==> src/rtl/ac2_if.sv <==
// Handshake bundle between the activation accumulator (upstream), the
// weight-plane accumulator and the downstream consumer of finished dot products.
interface ac2_if #(
    parameter int unsigned M  = 16,
    parameter int unsigned Pa = 8,
    parameter int unsigned Pw = 8
);
    localparam int unsigned IW = $clog2(M) + Pa + 1;
    localparam int unsigned OW = $clog2(M) + Pa + Pw + 1;

    logic                 in_valid;
    logic signed [IW-1:0] in_ac2;
    logic                 in_ready;
    logic                 out_valid;
    logic                 out_ready;
    logic signed [OW-1:0] out_ac2;

    // Producer of plane sums and consumer of results.
    modport master (
        output in_valid,
        output in_ac2,
        output out_ready,
        input  in_ready,
        input  out_valid,
        input  out_ac2
    );

    // The accumulator itself.
    modport slave (
        input  in_valid,
        input  in_ac2,
        input  out_ready,
        output in_ready,
        output out_valid,
        output out_ac2
    );
endinterface

==> src/rtl/ac2_accumulator.sv <==
// Weight bit-plane accumulator: folds Pw activation plane sums (MSB plane first)
// into one signed dot product. Define AC2_SIGNED_WEIGHT_EN for two's-complement weights.
module ac2_accumulator #(
    parameter int unsigned M  = 16,
    parameter int unsigned Pa = 8,
    parameter int unsigned Pw = 8
) (
    input  logic  clk,
    input  logic  rst,
    input  logic  clr,
    ac2_if.slave  bus
);
    localparam int unsigned IW = $clog2(M) + Pa + 1;
    localparam int unsigned OW = $clog2(M) + Pa + Pw + 1;
    localparam int unsigned CW = $clog2(Pw);
    localparam logic [CW-1:0] LAST_PLANE = CW'(Pw - 1);

    typedef enum logic {
        IDLE  = 1'b0,
        ACCUM = 1'b1
    } state_t;

    state_t               state_q, state_d;
    logic [CW-1:0]        plane_cnt_q, plane_cnt_d;
    logic signed [OW-1:0] acc_q, acc_d;
    logic                 out_valid_q, out_valid_d;
    logic signed [OW-1:0] out_ac2_q, out_ac2_d;

    logic                 final_plane;
    logic                 in_ready_c;
    logic                 beat;
    logic signed [OW-1:0] in_sext;
    logic signed [OW-1:0] first_term;
    logic signed [OW-1:0] acc_next;

    assign final_plane = (state_q == ACCUM) && (plane_cnt_q == LAST_PLANE);

    // Only the final plane needs a free output slot; earlier planes keep flowing.
    assign in_ready_c = !rst && !clr && !(final_plane && out_valid_q && !bus.out_ready);
    assign beat       = bus.in_valid && in_ready_c;

    assign in_sext  = OW'(bus.in_ac2);
    assign acc_next = (acc_q <<< 1) + in_sext;

`ifdef AC2_SIGNED_WEIGHT_EN
    // MSB weight plane carries negative weight in two's complement.
    assign first_term = -in_sext;
`else
    assign first_term = in_sext;
`endif

    // State / datapath registers.
    always_ff @(posedge clk) begin
        if (rst) begin
            state_q     <= IDLE;
            plane_cnt_q <= '0;
            acc_q       <= '0;
            out_valid_q <= 1'b0;
            out_ac2_q   <= '0;
        end else begin
            state_q     <= state_d;
            plane_cnt_q <= plane_cnt_d;
            acc_q       <= acc_d;
            out_valid_q <= out_valid_d;
            out_ac2_q   <= out_ac2_d;
        end
    end

    // Next-state and datapath update.
    always_comb begin
        state_d     = state_q;
        plane_cnt_d = plane_cnt_q;
        acc_d       = acc_q;
        out_valid_d = out_valid_q;
        out_ac2_d   = out_ac2_q;

        if (out_valid_q && bus.out_ready) begin
            out_valid_d = 1'b0;
        end

        if (clr) begin
            state_d     = IDLE;
            plane_cnt_d = '0;
            acc_d       = '0;
        end else if (beat) begin
            unique case (state_q)
                IDLE: begin
                    acc_d       = first_term;
                    plane_cnt_d = CW'(1);
                    state_d     = ACCUM;
                end
                ACCUM: begin
                    if (final_plane) begin
                        // A same-cycle drain is overridden so results stream without a bubble.
                        out_ac2_d   = acc_next;
                        out_valid_d = 1'b1;
                        acc_d       = '0;
                        plane_cnt_d = '0;
                        state_d     = IDLE;
                    end else begin
                        acc_d       = acc_next;
                        plane_cnt_d = plane_cnt_q + CW'(1);
                    end
                end
                default: begin
                    state_d     = IDLE;
                    plane_cnt_d = '0;
                    acc_d       = '0;
                end
            endcase
        end
    end

    assign bus.in_ready  = in_ready_c;
    assign bus.out_valid = out_valid_q;
    assign bus.out_ac2   = out_ac2_q;

endmodule

==> src/flat_wrapper.sv <==
// flat-port wrapper written by rule: the top's interface ports become plain ports
module ac2_accumulator_flat 
#(
    parameter int unsigned M  = 16,
    parameter int unsigned Pa = 8,
    parameter int unsigned Pw = 8
)
  (clk, rst, clr, bus_in_valid, bus_in_ac2, bus_out_ready, bus_in_ready, bus_out_valid, bus_out_ac2);
  ac2_if #(.M(M), .Pa(Pa), .Pw(Pw)) bus_i ();
  input  logic clk;
  input  logic rst;
  input  logic clr;
  input wire logic [$bits(bus_i.in_valid)-1:0] bus_in_valid;
  input wire logic [$bits(bus_i.in_ac2)-1:0] bus_in_ac2;
  input wire logic [$bits(bus_i.out_ready)-1:0] bus_out_ready;
  output wire logic [$bits(bus_i.in_ready)-1:0] bus_in_ready;
  output wire logic [$bits(bus_i.out_valid)-1:0] bus_out_valid;
  output wire logic [$bits(bus_i.out_ac2)-1:0] bus_out_ac2;
  assign bus_i.in_valid = bus_in_valid;
  assign bus_i.in_ac2 = bus_in_ac2;
  assign bus_i.out_ready = bus_out_ready;
  assign bus_in_ready = bus_i.in_ready;
  assign bus_out_valid = bus_i.out_valid;
  assign bus_out_ac2 = bus_i.out_ac2;
  ac2_accumulator #(.M(M), .Pa(Pa), .Pw(Pw)) u_core (.clk(clk), .rst(rst), .clr(clr), .bus(bus_i));
endmodule
==> config.mk <==
export PLATFORM = sky130hd
export DESIGN_NAME = ac2_accumulator_flat
export DESIGN_NICKNAME = d
export VERILOG_FILES = /design/src/rtl/ac2_if.sv /design/src/rtl/ac2_accumulator.sv /design/src/flat_wrapper.sv
export SDC_FILE = /design/constraint.sdc
export NUM_CORES = 1
export LEC_CHECK = 0
export BUFFER_PORTS_ARGS = -buffer_cell sky130_fd_sc_hd__buf_2
export CELL_PAD_IN_SITES_DETAIL_PLACEMENT = 1
export CELL_PAD_IN_SITES_GLOBAL_PLACEMENT = 1
export CORE_AREA = 2 2 113 71
export CTS_BUF_LIST = sky130_fd_sc_hd__clkbuf_2
export CTS_CLUSTER_SIZE = 40
export DETAILED_ROUTE_END_ITERATION = 12
export DIE_AREA = 0 0 115 73
export PLACE_DENSITY_LB_ADDON = 0.12
export SLEW_MARGIN = 15
export SYNTH_ARGS = -nofsm -noshare
export SYNTH_HDL_FRONTEND = slang
export SYNTH_SLANG_ARGS = --single-unit
export TNS_END_PERCENT = 100
==> constraint.sdc <==
create_clock -name clk -period 2.58 [get_ports clk]
set_input_delay 0.516 -clock clk [delete_from_list [all_inputs] [get_ports clk]]
set_output_delay 0.516 -clock clk [all_outputs]
set_load 0.01 [all_outputs]
Word level (Yosys, flattened, before mapping) --
Cells that the tools add are included.
Storage, ports and cells: register bits 46, latch bits 0, memory bits (writable) 0, memory bits (read-only) 0, input bits 18, output and inout bits 23, logic and storage cells 34, memories 0
Operators by class: add/subtract/negate cells 2, multiply operators 0, divide/modulo/power cells 0, $lt $le $gt $ge 0, eq/ne operators 1, shifts and indexed selects 0, multiplexer cells 11, bitwise operators 2, reductions and logical operators 13
Operators by type and width (count):
- 20-bit case mux with 2 select lines | 1
- 21-bit by 13-bit adder with 21-bit output | 1
- 20-bit 2-to-1 mux | 1
- 1-bit logical AND | 7
- 1-bit 2-to-1 mux | 6
- 3-bit case mux with 2 select lines | 1
- 1-bit logical NOT | 4
- 4-bit AND reduction | 1
- 3-bit by 1-bit adder with 3-bit output (second input constant) | 1
- 3-bit == test (second input constant) | 1
- 3-bit 2-to-1 mux | 1
- 1-bit NOT | 2
- 1-bit case mux with 2 select lines | 1
- 2-bit OR reduction | 1

Depth between registers and ports, before layout --
depth after elaboration 9, mapped depth 9

Worst setup path before layout --
OpenSTA, ideal clock, no wires.
kind input to register, start point input port bus_in_ac2[1], end point register u_core.acc_q[19], library setup time 0.122 ns, arrival 2.523 ns, required time 2.458 ns, slack -0.064 ns, stages 9, path buffers 0, cells stage by stage ha_1 fa_1 a211oi_1 nor2_1 o22a_4 a221oi_2 a31oi_1 xor2_1 a221o_1
Between the ends: longest elaborated chain between the ends 3
Ends and longest elaborated chain:
- from (decl) | line flat_wrapper.sv:14 | input wire logic [$bits(bus_i.in_ac2)-1:0] bus_in_ac2;
- 21-bit by 13-bit adder with 21-bit output | line ac2_accumulator.sv:43 | assign acc_next = (acc_q <<< 1) + in_sext;
- 20-bit 2-to-1 mux | line ac2_accumulator.sv:93 | if (final_plane) begin
- 20-bit case mux with 2 select lines | line ac2_accumulator.sv:86 | unique case (state_q)
- to (signal assigned) | line ac2_accumulator.sv:57 | acc_q <= '0;
- to (signal assigned) | line ac2_accumulator.sv:63 | acc_q <= acc_d;
- to (decl) | line ac2_accumulator.sv:25 | logic signed [OW-1:0] acc_q, acc_d;
Every way passes these cells. A chain may end at the register's enable or synchronous reset.

Worst setup path in the final report --
start point register u_core.acc_q[0], end point register u_core.acc_q[13]
Between the ends: longest elaborated chain between the ends 3
Ends and longest elaborated chain (line):
- 21-bit by 13-bit adder with 21-bit output | ac2_accumulator.sv:43
- 20-bit 2-to-1 mux | ac2_accumulator.sv:93
- 20-bit case mux with 2 select lines | ac2_accumulator.sv:86
Every way passes these cells.

==> flow_metrics.env <==
export IMPL_seq_area_frac_synth_pct=33.12
export IMPL_r2r_start="u_core.acc_q[0]"
export IMPL_path_clk_slew_ns=0.26
export IMPL_slew_headroom_pct=49.18
export IMPL_gp_congestion=0.8372
export IMPL_place_hpwl_um=7390
export IMPL_wirelength_um=9438
export IMPL_ys_ff_latch=46
export IMPL_avgSynthCellArea_sq_um=7.943
export IMPL_cp_start_kind="flip-flop"
export IMPL_antenna_found_initial=0
export IMPL_cap_violations=0
export IMPL_grt_total_usage_pct=23.51
export IMPL_holdWs_ns=0.2786
export IMPL_ys_types=44
export IMPL_die_w_um=115
export IMPL_yosysWarningCount=0
export IMPL_critPathMaxFanout=3
export IMPL_die_y_um=73
export IMPL_io_buffers=40
export IMPL_syn_nets=390
export IMPL_design_portCount=41
export IMPL_grt_overflow=0
export IMPL_viasPerCell=5.594
export IMPL_worstPathRequired_ns=2.97
export IMPL_synth_edf_count=0
export IMPL_firstDrtPassIters=4
export IMPL_vdd_ir_drop_max_v=0.0001617
export IMPL_skew_ns=0.02289
export IMPL_grt_pass1_vias=2818
export IMPL_rsz0062_at_grt="false"
export IMPL_cp_end_kind="flip-flop"
export IMPL_worstSetupPathType="reg2reg"
export IMPL_clock_latency_ns=0.46
export IMPL_grt_pass1_wl_um=14990
export IMPL_vias=2836
export IMPL_power_total_mw=1.418
export IMPL_num_antenna_cells=0
export IMPL_timing_final_crit_share_pct=95.26
export IMPL_cts_root_buf="clkbuf_2"
export IMPL_critPathLaunch="u_core.acc_q[0]"
export IMPL_drc=0
export IMPL_h_tree_depth=2
export IMPL_worstHoldStart="bus_in_ac2[0]"
export IMPL_max_freq_mhz=406.9
export IMPL_die_area_sq_um=8395
export IMPL_core_area_sq_um=7507
export IMPL_synth_area_leader_cell="dfxtp_1"
export IMPL_utilization_pct=45.00
export IMPL_p_leak_nw=1.533
export IMPL_drv_slew=0
export IMPL_worst_pin_slew_ns=0.7589
export IMPL_ys_flop_type="dfxtp_1"
export IMPL_synth_cells=350
export IMPL_cts_tree="yes"
export IMPL_clock_sinks=46
export IMPL_grt_max_degree=24
export IMPL_setup_viol=0
export IMPL_hold_viol_final=0
export IMPL_power_density_nw_per_um2=419.7
export IMPL_nets=452
export IMPL_ys_async_sr_fraction_pct=0
export IMPL_area_growth_pct=21.51
export IMPL_start_util_pct=37.03
export IMPL_core_rowCount=25
export IMPL_syn_area_sq_um=2780
export IMPL_yosysTopAreaCellShare_pct=33.12
export IMPL_period_needed_ns=2.458
export IMPL_hold_class="in2reg"
export IMPL_holdBufCountCts=0
export IMPL_ant_nets=0
export IMPL_status="finished, final reports clean"
export IMPL_crit_arrival_ns=2.85
export IMPL_synth_area_leaders="dfxtp_1, ha_1, a21oi_1"
export IMPL_cts_buffer_depth=2
export IMPL_drt_iter0_drc=168
export IMPL_wl_per_cell_um=18.62
export IMPL_drive_gt1_share_pct=23.49
export IMPL_cts_buffers=5
-- kinds of logic (layout without fill, tap and decap cells) --
family / Yosys count / in the layout / share of synthesized area [%]
XOR/XNOR: 18 / 18 / 5.671
AND/OR/NAND/NOR: 116 / 116 / 19.17
multiplexers: 1 / 1 / 0.3601
buffers and inverters: 30 / 93 / 4.095
flip-flops: 46 / 46 / 33.12
adder cells (fa/ha/maj): 22 / 22 / 10.17
AO/OA/AOI/OAI: 117 / 117 / 27.41
-- where the power goes --
part | total [mW] | switching [mW] | leakage [nW] | internal (mW)
combinational | 0.345 | 0.202 | 1.13 | 0.143
sequential | 0.735 | 0.00813 | 0.373 | 0.727
clock | 0.338 | 0.271 | 0.0289 | 0.0666
-- state kept, by name (all words and copies together) (netlist names) --
signal and flops:
u_core.plane_cnt_q 3, u_core.bus.out_ac2 21, u_core.state_q 1, u_core.acc_q 20
u_core.bus.out_valid 1
-- synthesized netlist by cell type (7+ instances only) --
| cell type | instances |
|---|---|
| a21o_1 | 12 |
| a21oi_1 | 41 |
| a31oi_1 | 8 |
| clkbuf_1 | 22 |
| dfxtp_1 | 46 |
| ha_1 | 21 |
| inv_1 | 7 |
| nand2_1 | 42 |
| nand3_1 | 16 |
| nor2_1 | 27 |
| o21a_1 | 7 |
| o21ai_0 | 20 |
| xnor2_1 | 14 |
-- cell type report --
type / instances / area, sq um
Multi-Input combinational cell: 274 / 1780
Clock buffer: 5 / 25.02
Fill cell: 973 / 4129
Inverter: 7 / 26.28
Tap cell: 94 / 117.6
Sequential cell: 46 / 922.1
Clock inverter: 3 / 21.27
Timing Repair Buffer: 78 / 485.5
-- worst paths after layout --
check | to | slack, ns | depth (start not counted)
min reg2reg | u_core.bus.out_ac2[2] | 0.47 | 2
max | u_core.acc_q[13] | 0.12 | 10
max reg2reg | u_core.acc_q[13] | 0.12 | 10
min | u_core.bus.out_ac2[0] | 0.28 | 3
-- cell usage in the layout, fill, tap and decap left out, types with 2 or more instances in the layout --
cell type	instances
nor2b_1	5
o21ai_0	20
buf_4	38
clkbuf_2	5
a22oi_1	2
and3_1	5
nor3b_1	2
dfxtp_1	45
a221o_1	4
inv_1	7
xnor2_1	14
nor3_1	4
a21o_1	12
ha_1	20
o221ai_1	3
nand3_1	16
xor2_1	4
a31oi_1	8
a21oi_1	40
a221oi_1	3
nor2_1	26
buf_2	40
o21a_1	7
nand3b_1	3
nand2_1	42
or3_1	2
nand4_1	4
a211oi_1	5
-- per-stage QoR --
step | area (sq um) | std cells | setup WS [ns] | setup TNS, ns
3_5_place_dp | 3296 | 498 | -0.2921 | -2.396
6_report | 3378 | 507 | 0.1224 | 0
4_1_cts | 3344 | 506 | 0.04511 | 0
2_1_floorplan | 2783 | 350 | 0.001292 | 0
5_1_grt | 3378 | 507 | 0.008616 | 0
3_3_place_gp | 3296 | 498 | -0.2042 | -1.283
-- metal layers --
layer	wire (um)	vias up	track usage, %
met2	3701	75	33.27
met1	5038	1360	36.34
li1	-	1392	-
met5	0	-	0
met4	95	0	5.489
met3	603	9	4.485
-- what timing repair did --
item,4_1_cts,5_1_grt
buffers inserted,0,1
resized for setup,1,6
hold endpoints to repair,0,0
pin swaps,0,6
endpoints found under the setup margin,5,3
-- worst max-delay path: stages, from the launching register on --
cell      delay (ns)
dfxtp_2         0.38
ha_2            0.18
fa_2            0.42
a211oi_2        0.25
nor2_2          0.07
o22a_4          0.25
buf_4           0.15
a41oi_1         0.27
xnor2_1         0.19
a21oi_1         0.09
o21ai_0         0.14
Note: power is estimated with default switching activity, not from simulation.
